==> config.mk <==
export PLATFORM = sky130hd
export DESIGN_NAME = serial_frame_packer
export DESIGN_NICKNAME = d
export VERILOG_FILES = /design/src/rtl/serial_frame_packer.sv
export SDC_FILE = /design/constraint.sdc
export NUM_CORES = 1
export LEC_CHECK = 0
export CORE_MARGIN = 3
export CORE_UTILIZATION = 35
export CTS_CLUSTER_SIZE = 28
export DETAILED_ROUTE_END_ITERATION = 8
export GPL_ROUTABILITY_DRIVEN = 1
export SLEW_MARGIN = 20
export SYNTH_ARGS = -nofsm -noshare
export SYNTH_HDL_FRONTEND = slang
export SYNTH_SLANG_ARGS = --single-unit
export TNS_END_PERCENT = 100
==> constraint.sdc <==
create_clock -name CLK -period 8.1 [get_ports CLK]
set_input_delay 1.62 -clock CLK [delete_from_list [all_inputs] [get_ports CLK]]
set_output_delay 1.62 -clock CLK [all_outputs]
set_load 0.02 [all_outputs]
==> src/rtl/serial_frame_packer.sv <==
// serial_frame_packer
// Buffers the non-stallable serializer byte stream in a small show-ahead FIFO
// and re-emits it as framed packets: SOF, 16-bit length, payload, checksum.
// The downstream side is a valid/ready byte interface. o_data and o_valid come
// straight from flops so the link stage sees clean, stable outputs.
module serial_frame_packer #(
   parameter int unsigned DEPTH    = 16,
   parameter logic [7:0]  SOF_BYTE = 8'hA5
) (
   input  logic        CLK,
   input  logic        RESET,
   input  logic [7:0]  i_serialized_output,
   input  logic        i_serialized_output_valid,
   input  logic [5:0]  i_RCC_BUFFER_LENGTH,
   output logic [7:0]  o_data,
   output logic        o_valid,
   input  logic        i_ready,
   output logic        o_frame_done,
   output logic [15:0] o_frame_cnt,
   output logic        o_overflow,
   output logic [15:0] o_drop_cnt
);

   localparam int unsigned AW = $clog2(DEPTH);

   typedef enum logic [2:0] {
      S_IDLE,
      S_SOF,
      S_LEN_H,
      S_LEN_L,
      S_PAYLOAD,
      S_CSUM
   } state_t;

   // Pointers carry one extra wrap bit so full and empty are distinguishable.
   logic [7:0]  fifo_mem_q [DEPTH];
   logic [AW:0] wr_ptr_q, wr_ptr_d;
   logic [AW:0] rd_ptr_q, rd_ptr_d;
   logic [AW:0] count_q, count_d;

   state_t      state_q, state_d;
   logic [15:0] len_q, len_d;
   logic [7:0]  rem_q, rem_d;
   logic [7:0]  csum_q, csum_d;
   logic [7:0]  o_data_q, o_data_d;
   logic        o_valid_q, o_valid_d;
   logic [15:0] frame_cnt_q, frame_cnt_d;
   logic        overflow_q, overflow_d;
   logic [15:0] drop_cnt_q, drop_cnt_d;

   logic        fifo_empty;
   logic        fifo_full;
   logic        xfer;
   logic        pop;
   logic        push;
   logic        drop;
   logic        zero_len_drop;
   logic [15:0] new_len;
   logic [7:0]  head_d;

   assign count_q    = wr_ptr_q - rd_ptr_q;
   assign fifo_empty = (count_q == '0);
   assign fifo_full  = (count_q == (AW+1)'(DEPTH));
   assign xfer       = o_valid_q && i_ready;
   assign new_len    = {8'b0, i_RCC_BUFFER_LENGTH, 2'b00};

   // FIFO push/pop decisions, pointer updates and drop accounting.
   always_comb begin
      // NOTE: every signal written here gets a default first so no latch is inferred.
      pop           = (state_q == S_PAYLOAD) && xfer;
      zero_len_drop = (state_q == S_IDLE) && (i_RCC_BUFFER_LENGTH == 6'd0);
      push          = i_serialized_output_valid && !zero_len_drop && (!fifo_full || pop);
      drop          = i_serialized_output_valid && !push;
      wr_ptr_d      = wr_ptr_q + {{AW{1'b0}}, push};
      rd_ptr_d      = rd_ptr_q + {{AW{1'b0}}, pop};
      count_d       = wr_ptr_d - rd_ptr_d;
      overflow_d    = overflow_q | (drop && !zero_len_drop);
      drop_cnt_d    = drop_cnt_q;
      if (drop && (drop_cnt_q != 16'hFFFF)) begin
         drop_cnt_d = drop_cnt_q + 16'd1;
      end
   end

   // Frame sequencing: state, latched length, remaining bytes, running checksum.
   always_comb begin
      state_d     = state_q;
      len_d       = len_q;
      rem_d       = rem_q;
      csum_d      = csum_q;
      frame_cnt_d = frame_cnt_q;
      case (state_q)
         S_IDLE: begin
            if (!fifo_empty) begin
               state_d = S_SOF;
               len_d   = new_len;
               rem_d   = new_len[7:0];
               csum_d  = 8'd0;
            end
         end
         S_SOF: begin
            if (xfer) state_d = S_LEN_H;
         end
         S_LEN_H: begin
            if (xfer) begin
               csum_d  = csum_q + o_data_q;
               state_d = S_LEN_L;
            end
         end
         S_LEN_L: begin
            if (xfer) begin
               csum_d  = csum_q + o_data_q;
               // A zero-length frame has no payload to wait for.
               state_d = (len_q == 16'd0) ? S_CSUM : S_PAYLOAD;
            end
         end
         S_PAYLOAD: begin
            if (xfer) begin
               csum_d = csum_q + o_data_q;
               rem_d  = rem_q - 8'd1;
               if (rem_q == 8'd1) state_d = S_CSUM;
            end
         end
         S_CSUM: begin
            if (xfer) begin
               frame_cnt_d = frame_cnt_q + 16'd1;
               // Leftover bytes start the next frame without an idle bubble.
               if (!fifo_empty) begin
                  state_d = S_SOF;
                  len_d   = new_len;
                  rem_d   = new_len[7:0];
                  csum_d  = 8'd0;
               end else begin
                  state_d = S_IDLE;
               end
            end
         end
         default: state_d = S_IDLE;
      endcase
   end

   // Next output byte/valid, computed from the next state so outputs are registered.
   always_comb begin
      // A byte written this cycle into an empty slot becomes the head immediately.
      head_d = (push && (rd_ptr_d == wr_ptr_q)) ? i_serialized_output
                                                : fifo_mem_q[rd_ptr_d[AW-1:0]];
      o_data_d  = 8'd0;
      o_valid_d = 1'b0;
      case (state_d)
         S_SOF: begin
            o_data_d  = SOF_BYTE;
            o_valid_d = 1'b1;
         end
         S_LEN_H: begin
            o_data_d  = len_d[15:8];
            o_valid_d = 1'b1;
         end
         S_LEN_L: begin
            o_data_d  = len_d[7:0];
            o_valid_d = 1'b1;
         end
         S_PAYLOAD: begin
            o_data_d  = head_d;
            o_valid_d = (count_d != '0);
         end
         S_CSUM: begin
            o_data_d  = ~csum_d + 8'd1;
            o_valid_d = 1'b1;
         end
         default: begin
            o_data_d  = 8'd0;
            o_valid_d = 1'b0;
         end
      endcase
   end

   // State and control registers with synchronous reset.
   always_ff @(posedge CLK) begin
      if (RESET) begin
         state_q     <= S_IDLE;
         wr_ptr_q    <= '0;
         rd_ptr_q    <= '0;
         len_q       <= 16'd0;
         rem_q       <= 8'd0;
         csum_q      <= 8'd0;
         o_data_q    <= 8'd0;
         o_valid_q   <= 1'b0;
         frame_cnt_q <= 16'd0;
         overflow_q  <= 1'b0;
         drop_cnt_q  <= 16'd0;
      end else begin
         state_q     <= state_d;
         wr_ptr_q    <= wr_ptr_d;
         rd_ptr_q    <= rd_ptr_d;
         len_q       <= len_d;
         rem_q       <= rem_d;
         csum_q      <= csum_d;
         o_data_q    <= o_data_d;
         o_valid_q   <= o_valid_d;
         frame_cnt_q <= frame_cnt_d;
         overflow_q  <= overflow_d;
         drop_cnt_q  <= drop_cnt_d;
      end
   end

   // FIFO storage write port.
   always_ff @(posedge CLK) begin
      // NOTE: storage is not reset; pointer reset alone makes stale contents unreachable.
      if (push && !RESET) begin
         fifo_mem_q[wr_ptr_q[AW-1:0]] <= i_serialized_output;
      end
   end

   assign o_data       = o_data_q;
   assign o_valid      = o_valid_q;
   assign o_frame_done = (state_q == S_CSUM) && xfer && !RESET;
   assign o_frame_cnt  = frame_cnt_q;
   assign o_overflow   = overflow_q;
   assign o_drop_cnt   = drop_cnt_q;

endmodule

; ---- After elaboration in Yosys (flattened, before gate mapping)
; Memories as Yosys holds them, arrays and structs flattened.
; Index checks and enable logic that the tools add are counted.
[totals]
input_bits = 18
word_cells = 92
ramBits = 128
output_inout_bits = 43
ff_bits = 87
mem_count = 1
[op_classes]
add_sub_neg = 9
n_reduce_logical = 27
muxes = 26
n_eq_ne = 16
bitwise_logic = 2
[memory_table]
columns = memory, depth, width, read_ports, rd_ports_with_merged_regs, write_ports, line_no
row1 = fifo_mem_q, 16, 8, 1, 0, 1, 36  ; logic [7:0] fifo_mem_q [DEPTH];
[ops]
columns = cell, n
row1 = $mux W8, 7
row2 = $pmux W8 S3, 2
row3 = $pmux W8 S5, 1
row4 = $add A16 B1 Y16 const B, 2
row5 = $mux W16, 2
row6 = $pmux W16 S2, 1
row7 = $mux W3, 7
row8 = $pmux W3 S6, 1
row9 = $logic_not A16 Y1, 1
row10 = $ne A16 B16 Y1 const B, 1
row11 = $eq A3 B2 Y1 const B, 4
row12 = $eq A3 B3 Y1 const B, 4
row13 = $logic_and A1 B1 Y1, 12
row14 = $add A5 B1 Y5, 2
row15 = $sub A5 B5 Y5, 2
row16 = $add A8 B1 Y8 const B, 1
row17 = $add A8 B8 Y8, 1
row18 = $eq A8 B1 Y1 const B, 1
row19 = $not A8 Y8, 1
row20 = $sub A8 B1 Y8 const B, 1
row21 = $eq A3 B1 Y1 const B, 2
row22 = $logic_not A6 Y1, 1
row23 = $eq A5 B5 Y1, 1
row24 = $eq A5 B5 Y1 const B, 1
row25 = other kinds (14), 21

; ---- Logic depth before layout (Yosys ltp)
[logic_depth]
depth_word = 9
mapped_depth = 18
ltp_nobuf = 18

; ---- Least setup slack after synthesis
; OpenSTA, ideal clock, no wires.
[synth_timing]
kind = input to register
startpoint = input i_ready
endpoint = register o_valid_q (netlist: o_valid)
setup_slack_ns = 3.098
t_required_ns = 7.980
t_arrival_ns = 4.883
setup_time_ns = 0.120
n_path_buf = 4
cell_stages = 15
path_cell_list = and2_1 -> clkbuf_1 -> and2_1 -> ha_1 -> ha_1 -> clkbuf_1 -> clkbuf_1 -> buf_1 -> inv_1 -> ha_1 -> nor2b_1 -> a221o_1 -> o31ai_1 -> nand4_1 -> a211o_1
[synth_between]
word_cells_on_any_way = 21
classes_between = 3 x add/sub / 5 x eq/ne / 7 x mux / 6 x reduce/logical
[synth_rtl]
columns = element, line_no
row1 = from (decl), 17  ; input logic i_ready,
row2 = $logic_and A1 B1 Y1, 64  ; assign xfer = o_valid_q && i_ready;
row3 = $logic_and A1 B1 Y1, 70  ; pop = (state_q == S_PAYLOAD) && xfer;
row4 = $add A5 B1 Y5, 75  ; rd_ptr_d = rd_ptr_q + {{AW{1'b0}}, pop};
row5 = via rd_ptr_d[1], 38  ; logic [AW:0] rd_ptr_q, rd_ptr_d;
row6 = $sub A5 B5 Y5, 76  ; count_d = wr_ptr_d - rd_ptr_d;
row7 = $reduce_bool A5 Y1, 163  ; o_valid_d = (count_d != '0);
row8 = $pmux W1 S2, 148  ; case (state_d)
row9 = to (signal assigned), 198  ; o_valid_q <= o_valid_d;
row10 = to (decl), 46  ; logic o_valid_q, o_valid_d;
; The timed path passes the listed nets, and every way through them passes these cells.
; A chain may end at the register's enable or synchronous reset.

; ---- Final worst setup path
[layout_timing]
startpoint = input i_RCC_BUFFER_LENGTH[2]
endpoint = register o_valid_q (netlist: o_valid)
[layout_between]
elab_chain_cells = 9
[layout_lines]
columns = element, line_no
row1 = from (decl), 14  ; input logic [5:0] i_RCC_BUFFER_LENGTH,
row2 = $logic_not A6 Y1, 71  ; zero_len_drop = (state_q == S_IDLE) && (i_RCC_BUFFER_LENGTH == 6'd0);
row3 = $logic_and A1 B1 Y1, 71
row4 = $logic_not A1 Y1, 72  ; push = i_serialized_output_valid && !zero_len_drop && (!fifo_full || pop);
row5 = $logic_and A1 B1 Y1 (2 in series), 72
row6 = $add A5 B1 Y5, 74  ; wr_ptr_d = wr_ptr_q + {{AW{1'b0}}, push};
row7 = via wr_ptr_d[2], 37  ; logic [AW:0] wr_ptr_q, wr_ptr_d;
row8 = $sub A5 B5 Y5, 76
row9 = $reduce_bool A5 Y1, 163
row10 = $pmux W1 S2, 148
; The timed path passes the listed nets, and every way through them passes these cells.

==> out/results.ini <==
[run_status]
status = finished clean

[route]
routedWlPerCell_um = 17.58
drtIter0Drc = 510
vias = 6138
ant_nets = 0
drt_wl_total_um = 21500
vias_per_cell = 5.019
drt_pass1_iterations = 6
drcViolationCount = 0

[logic_synthesis]
synth_common_cells = edfxtp_1, nor2_1, dfxtp_1, nand2_1, mux4_2
postSynthAreaPerCell_um2 = 12.82
ys.flop_type = edfxtp_1
synth-compound-area-share_pct = 7.768
async_reset_ff_share_pct = 0
synth_area_mm2 = 0.009842
synth_top_area_share_pct = 39.05
yosysMostFrequentCell = edfxtp_1
synthDistinctLibCells = 72
syn_inst = 768
synthTopCellsByArea = edfxtp_1, dfxtp_1, mux4_2
yosysWarnings = 0
synth-simple-area-share_pct = 13.20
synth-edff-count = 128
synth_adder_area_share_pct = 3.382
synth_top_family_by_area = simple AND/OR/NAND/NOR gates
synth_seq_cells = 215
synth_top_area_cell = edfxtp_1
synth-xor-area-share_pct = 5.123
synth_mux_area_share_pct = 11.54
synth_nets = 812
synth_seq_area_share_pct = 56.75

[setup_path]
rr_worst_depth = 14
crit_top_cell = ha_1
rr_endpoint = o_valid
end_kind = flip-flop
reg2reg_slack_ps = 3680
critPathArrivalTime_ps = 5500
slowest_stage = o41ai_4
critPathRequiredTime_ps = 8500
crit_type = in2reg
cp-start-kind = input port
path_cells = clkdlybuf4s50_1, nor4_1, nand2_1, o41ai_4, or2_2, inv_1, ha_1, ha_1, xor2_1, ha_1, a221o_1, o31ai_1, nand4_1, a211o_1
cpPeakStageDelay_ps = 480
crit_path_max_fanout = 4
r2r_start = wr_ptr_q[2]

[global_routing]
grt-ovfl-total = 0
antenna_found_initial = 0
grt_use_total_pct = 14.21
grt_pass1_wl_um = 34890
grt_max_degree = 69
grt_pass1_vias = 6063

[clock_network]
cts_resized = 0
worstSkewPairLatency_ps = 510
cts_made_buffers = 24
cts_tree = done
clk_pin_slew_ps = 60
clockBufferDepth = 3
htreeDepth = 1
clock-sinks = 215
cts_setup_buffers = 0
root_buffer = clkbuf_16
cts.hold.buffers_added = 0

[pwr]
total_leakage_power_nw = 3.956
powerDensity_mw_per_mm2 = 215.6
net-switching-power_mw = 0.5936
peakVddDrop_mv = 0.1270
intPower_mw = 1.913
p_clk_share_pct = 42.4
p_sw_share_pct = 23.69
pwr-share-comb_pct = 9.6
seq_power_share_pct = 48.0

[placement]
finalWeightedCongestion = 0.7845
post-place-ws_ps = 2497
hpwl_um = 15040
io_buffer_count = 60

[sta]
final-setup-viol-count = 0
max_freq_mhz = 195.9
min_period_over_period_pct = 63.03
fin_tns_setup_ps = 0
grt_setup_unrepaired = no
final_hold_viol_count = 0
worst_pin_slew_ps = 990.9
fin_worst_skew_ps = 12.63
slew-limit-headroom_pct = 33.61
worst_slack_ps = 2994
slew_viol_final = 0
min_period_ps = 5106

[finish]
fillers = 2534
utilization_pct = 42.55
area_growth_pct = 18.13
multi_input_area_mm2 = 0.004049
diodes = 0
finalNetCount = 877
layout.area.seq_mm2 = 0.005585
drive_gt1_share_pct = 13.75

[hold_path]
min_to = o_overflow
holdPathStages = 2
hold_path.class = reg2reg
min_from = o_overflow

[floorplanning]
initial_core_util_pct = 36.02
die_h_um = 173.7
core_region_area_mm2 = 0.02733
pin_count = 61
die_x_um = 173.7
rows = 60
die_area_mm2 = 0.03017

[flow_run]
maxCapViolCount = 0

-- how the worst max path moves through the flow --
stage                                 from      end  slack (ps)  cells past startpoint
floorplan                          i_ready  o_valid        3100                     15
global placement    i_RCC_BUFFER_LENGTH[0]  o_valid        2530                     14
detailed placement  i_RCC_BUFFER_LENGTH[0]  o_valid        2500                     14
CTS                 i_RCC_BUFFER_LENGTH[0]  o_valid        3010                     14
global route        i_RCC_BUFFER_LENGTH[0]  o_valid        2800                     14
finish              i_RCC_BUFFER_LENGTH[2]  o_valid        2990                     14
-- logic make-up (layout without fill, tap and decap cells) --
family	Yosys count	in the layout
multiplexers	63	63
AO/OA/AOI/OAI	99	99
XOR/XNOR	56	56
AND/OR/NAND/NOR	258	258
buffers and inverters	51	134
adder cells (fa/ha/maj)	26	26
flip-flops	215	215
-- power by group through the flow --
stage	clock, mW	sequential [mW]	combinational [mW]
floorplan	0	1.23	0.164
global placement	0	1.23	0.239
detailed placement	0	1.23	0.240
CTS	1.09	1.20	0.242
global route	1.14	1.21	0.264
finish	1.06	1.20	0.240
-- layout by cell type (no fill, tap or decap), drive strengths merged, types with 3 or more instances in the layout --
cell,netlist,final
and4,4,4
nor2b,9,9
mux4,40,40
buf,16,13
nor4,6,6
mux2i,19,19
a211o,3,3
nor2,97,97
xor2,29,29
o22a,5,5
or3,7,7
and3,5,5
o22ai,6,6
nand4,12,12
nand3,22,22
edfxtp,128,128
clkdlybuf4s50,0,59
nand2b,7,7
nor3,12,12
o21ai,16,16
ha,25,25
xnor2,26,26
o211ai,4,4
a21o,5,5
a211oi,10,10
nand2,46,46
clkinv,0,10
a31oi,6,6
o21a,9,9
inv,18,18
a22oi,3,3
clkbuf,17,30
and2,14,14
or4,4,4
mux2,4,4
a21oi,14,14
dfxtp,87,87
or2,6,6
-- layer usage --
metal | GRT usage, % | up-vias | routed length [um]
met5 | 0 | - | 0
met4 | 2.983 | 0 | 373
met3 | 2.015 | 22 | 813
met2 | 22.48 | 114 | 9838
met1 | 20.95 | 3010 | 10480
li1 | - | 2992 | -
-- final cells by class --
class	instances	share of cell area (%)
clock buffers	30	5.628
clock inverters	14	1.022
inverters	18	0.5811
multi-input cells	502	34.83
flip-flops and latches	215	48.04
well taps	372	4.003
repair buffers	72	5.898
-- worst max-delay path: cells and delay by family --
family          cells  cell delay, ps
compound gates      4            1370
xor+xnor            1             260
fa+ha+maj           3             710
buf+inv             2             520
simple gates        4            1020
-- state kept, by name, summed over array words and instances (netlist names) --
register / cells
csum_q: 8
fifo_mem_q: 128
len_q: 16
o_data: 8
o_drop_cnt: 16
o_frame_cnt: 16
o_overflow: 1
o_valid: 1
rd_ptr_q: 5
rem_q: 8
state_q: 3
wr_ptr_q: 5
-- per-stage QoR --
step,cell area [um2],std cells,hold WS [ps],power (mW)
3_5_place_dp,10850,1179,464.4,1.467
4_1_cts,11620,1223,479.0,2.533
5_1_grt,11630,1223,512.9,2.606
2_1_floorplan,9842,768,444.4,1.389
3_3_place_gp,10850,1179,454.4,1.466
6_report,11630,1223,481.3,2.506
(Power assumes the default switching activity.)
==> RTL change (same settings) <==
The parameter `DEPTH` goes from 16 to 32.
--- a/src/rtl/serial_frame_packer.sv
+++ b/src/rtl/serial_frame_packer.sv
@@ -4,7 +4,7 @@
 // The downstream side is a valid/ready byte interface. o_data and o_valid come
 // straight from flops so the link stage sees clean, stable outputs.
 module serial_frame_packer #(
-   parameter int unsigned DEPTH    = 16,
+   parameter int unsigned DEPTH    = 32,
    parameter logic [7:0]  SOF_BYTE = 8'hA5
 ) (
    input  logic        CLK,
Behaviour: no difference found for any inputs over 4 cycles, from zero or initial values and one cycle with RESET high; that may be too few to reach the edited logic, so the function may still have changed.
==> RTL change against the original RTL <==
  * Power is 60% higher
  * Cell count is 35% higher
  * Area after synthesis up 52%
  * Critical path depth is 1 lower
  * Count of clock-buffer cells in the layout grew 15
  * Sequential share of layout area increased by 6.3 points
  * Register-to-register slack got worse by 0.62 ns
  * Final area increased by 50%
  * Sequential cell count rose by 130
  * Via count up 46%
  * Hold slack improved by 0.013 ns
  * Wire length up 66%
  * Worst setup slack got worse by 0.47 ns
  * Critical endpoint is now o_data[7]
  * Largest cell class unchanged
  * Largest power group unchanged
==> RTL change: results (changes against the original RTL) <==
Outcome
  • Outcome: finished, final reports clean

Timing
  • Slew margin rel.: 0.306 (-0.0300)
  • Layout Skew: 0.0200 ns (+0.00740 ns)

Final layout
  • Fillers: 3804 (+50%)
  • Layout cells sized above 1: 0.161 (+0.0235)
  • Multi-input logic area: 5260 µm² (+30%)
  • Fin cells: 1657 (+35%)
  • Number of flip-flops in the largest register: 256 (+100%)

Worst setup path
  • Crit-path slowest cell: buf_4
  • Max FO, Critical Path: 47 (+43)

Clocking
  • CTS buffer count: 37 (+54%)
  • Worst skew pair latency: 0.54 ns (+0.03 ns)
  • Max H-tree Level: 2 (+1)

Global routing
  • Largest net degree at the start of global routing: 70 (+1.4%)
  • Vias in the first global route: 8871 (+46%)
  • First-pass GRT wire length: 54900 µm (+57%)
  • GRT Util Overall: 0.159 (+0.0168)

Drt
  • Iter 0 DRT Violations: 846 (+66%)
  • Drt via density: 5.39 (+7.4%)
  • DR pass1 iterations: 5 (-1)
  • Avg WL per Cell: 21.6 µm (+23%)

Pwr
  • Pleak: 5.70 nW (+44%)
  • Max IR drop VDD: 0.152 mV (+20%)

Placed design
  • Placed Cells: 1589 (+35%)
  • Dpl ws: 1.98 ns (-0.521 ns)

Synth
  • Sequential share of the synthesized area: 0.634 (+0.0660)
  • Post-Synthesis Cells: 1018 (+33%)
  • Synth top cells by count: edfxtp_1 (256), nor2_1 (115), dfxtp_1 (89), mux4_2 (80), nand2_1 (40)
  • Post-synth EDFFs: 256 (+100%)
  • Top cells by area, synth: edfxtp_1 (51%), mux4_2 (12%), dfxtp_1 (12%)
-- RTL change: changes by cell type in the layout (fill, tap and decap cells not counted), sizes merged, moves of 15 or more --
cell and change:
mux4 +40, a21oi +19, nor2 +19, edfxtp +128
clkbuf +15
-- RTL change: power by group --
part	leakage, nW	internal (mW)	switching, mW
clock	0.588	0.985	0.704
combinational	2.09	0.125	0.228
sequential	3.02	1.93	0.0349
-- RTL change: layout make-up --
type | instances | share of cell area
clock buffers | 45 | 0.0549
clock inverters | 23 | 0.0156
inverters | 24 | 0.00517
multi-input cells | 605 | 0.302
flip-flops and latches | 345 | 0.543
well taps | 539 | 0.0387
repair buffers | 76 | 0.0408
-- RTL change: cell families (layout without fill, tap and decap cells) --
group,count (synthesis),after routing,synth area share
compound gates,130,130,0.0594
xor+xnor,51,51,0.0321
fa+ha+maj,27,27,0.0231
buf+inv,68,168,0.0179
flops,345,345,0.634
mux,102,102,0.136
simple gates,295,295,0.0984
-- RTL change: worst max-delay path, delay by kind of cell --
kind                     cells  cell delay (ns)
AO/OA/AOI/OAI                3             0.34
adder cells (fa/ha/maj)      2             0.74
buffers and inverters        2             1.11
multiplexers                 4             1.40
AND/OR/NAND/NOR              2             0.71
-- RTL change: final timing paths --
| check | start | end | depth (start not counted) | slack, ns |
|---|---|---|---|---|
| setup / recovery | i_ready | o_data[7] | 13 | 2.52 |
| hold / removal | o_frame_cnt[9] | o_frame_cnt[9] | 2 | 0.49 |
| setup reg to reg | state_q[2] | o_data[7] | 13 | 3.06 |
| hold reg to reg | o_frame_cnt[9] | o_frame_cnt[9] | 2 | 0.49 |
-- RTL change: per-layer routing --
metal	vias to the layer above	wire [µm]	track usage
met5	-	7	0
met2	284	16700	0.256
met4	2	617	0.0337
met3	58	2300	0.0259
met1	4489	16000	0.229
li1	4101	-	-
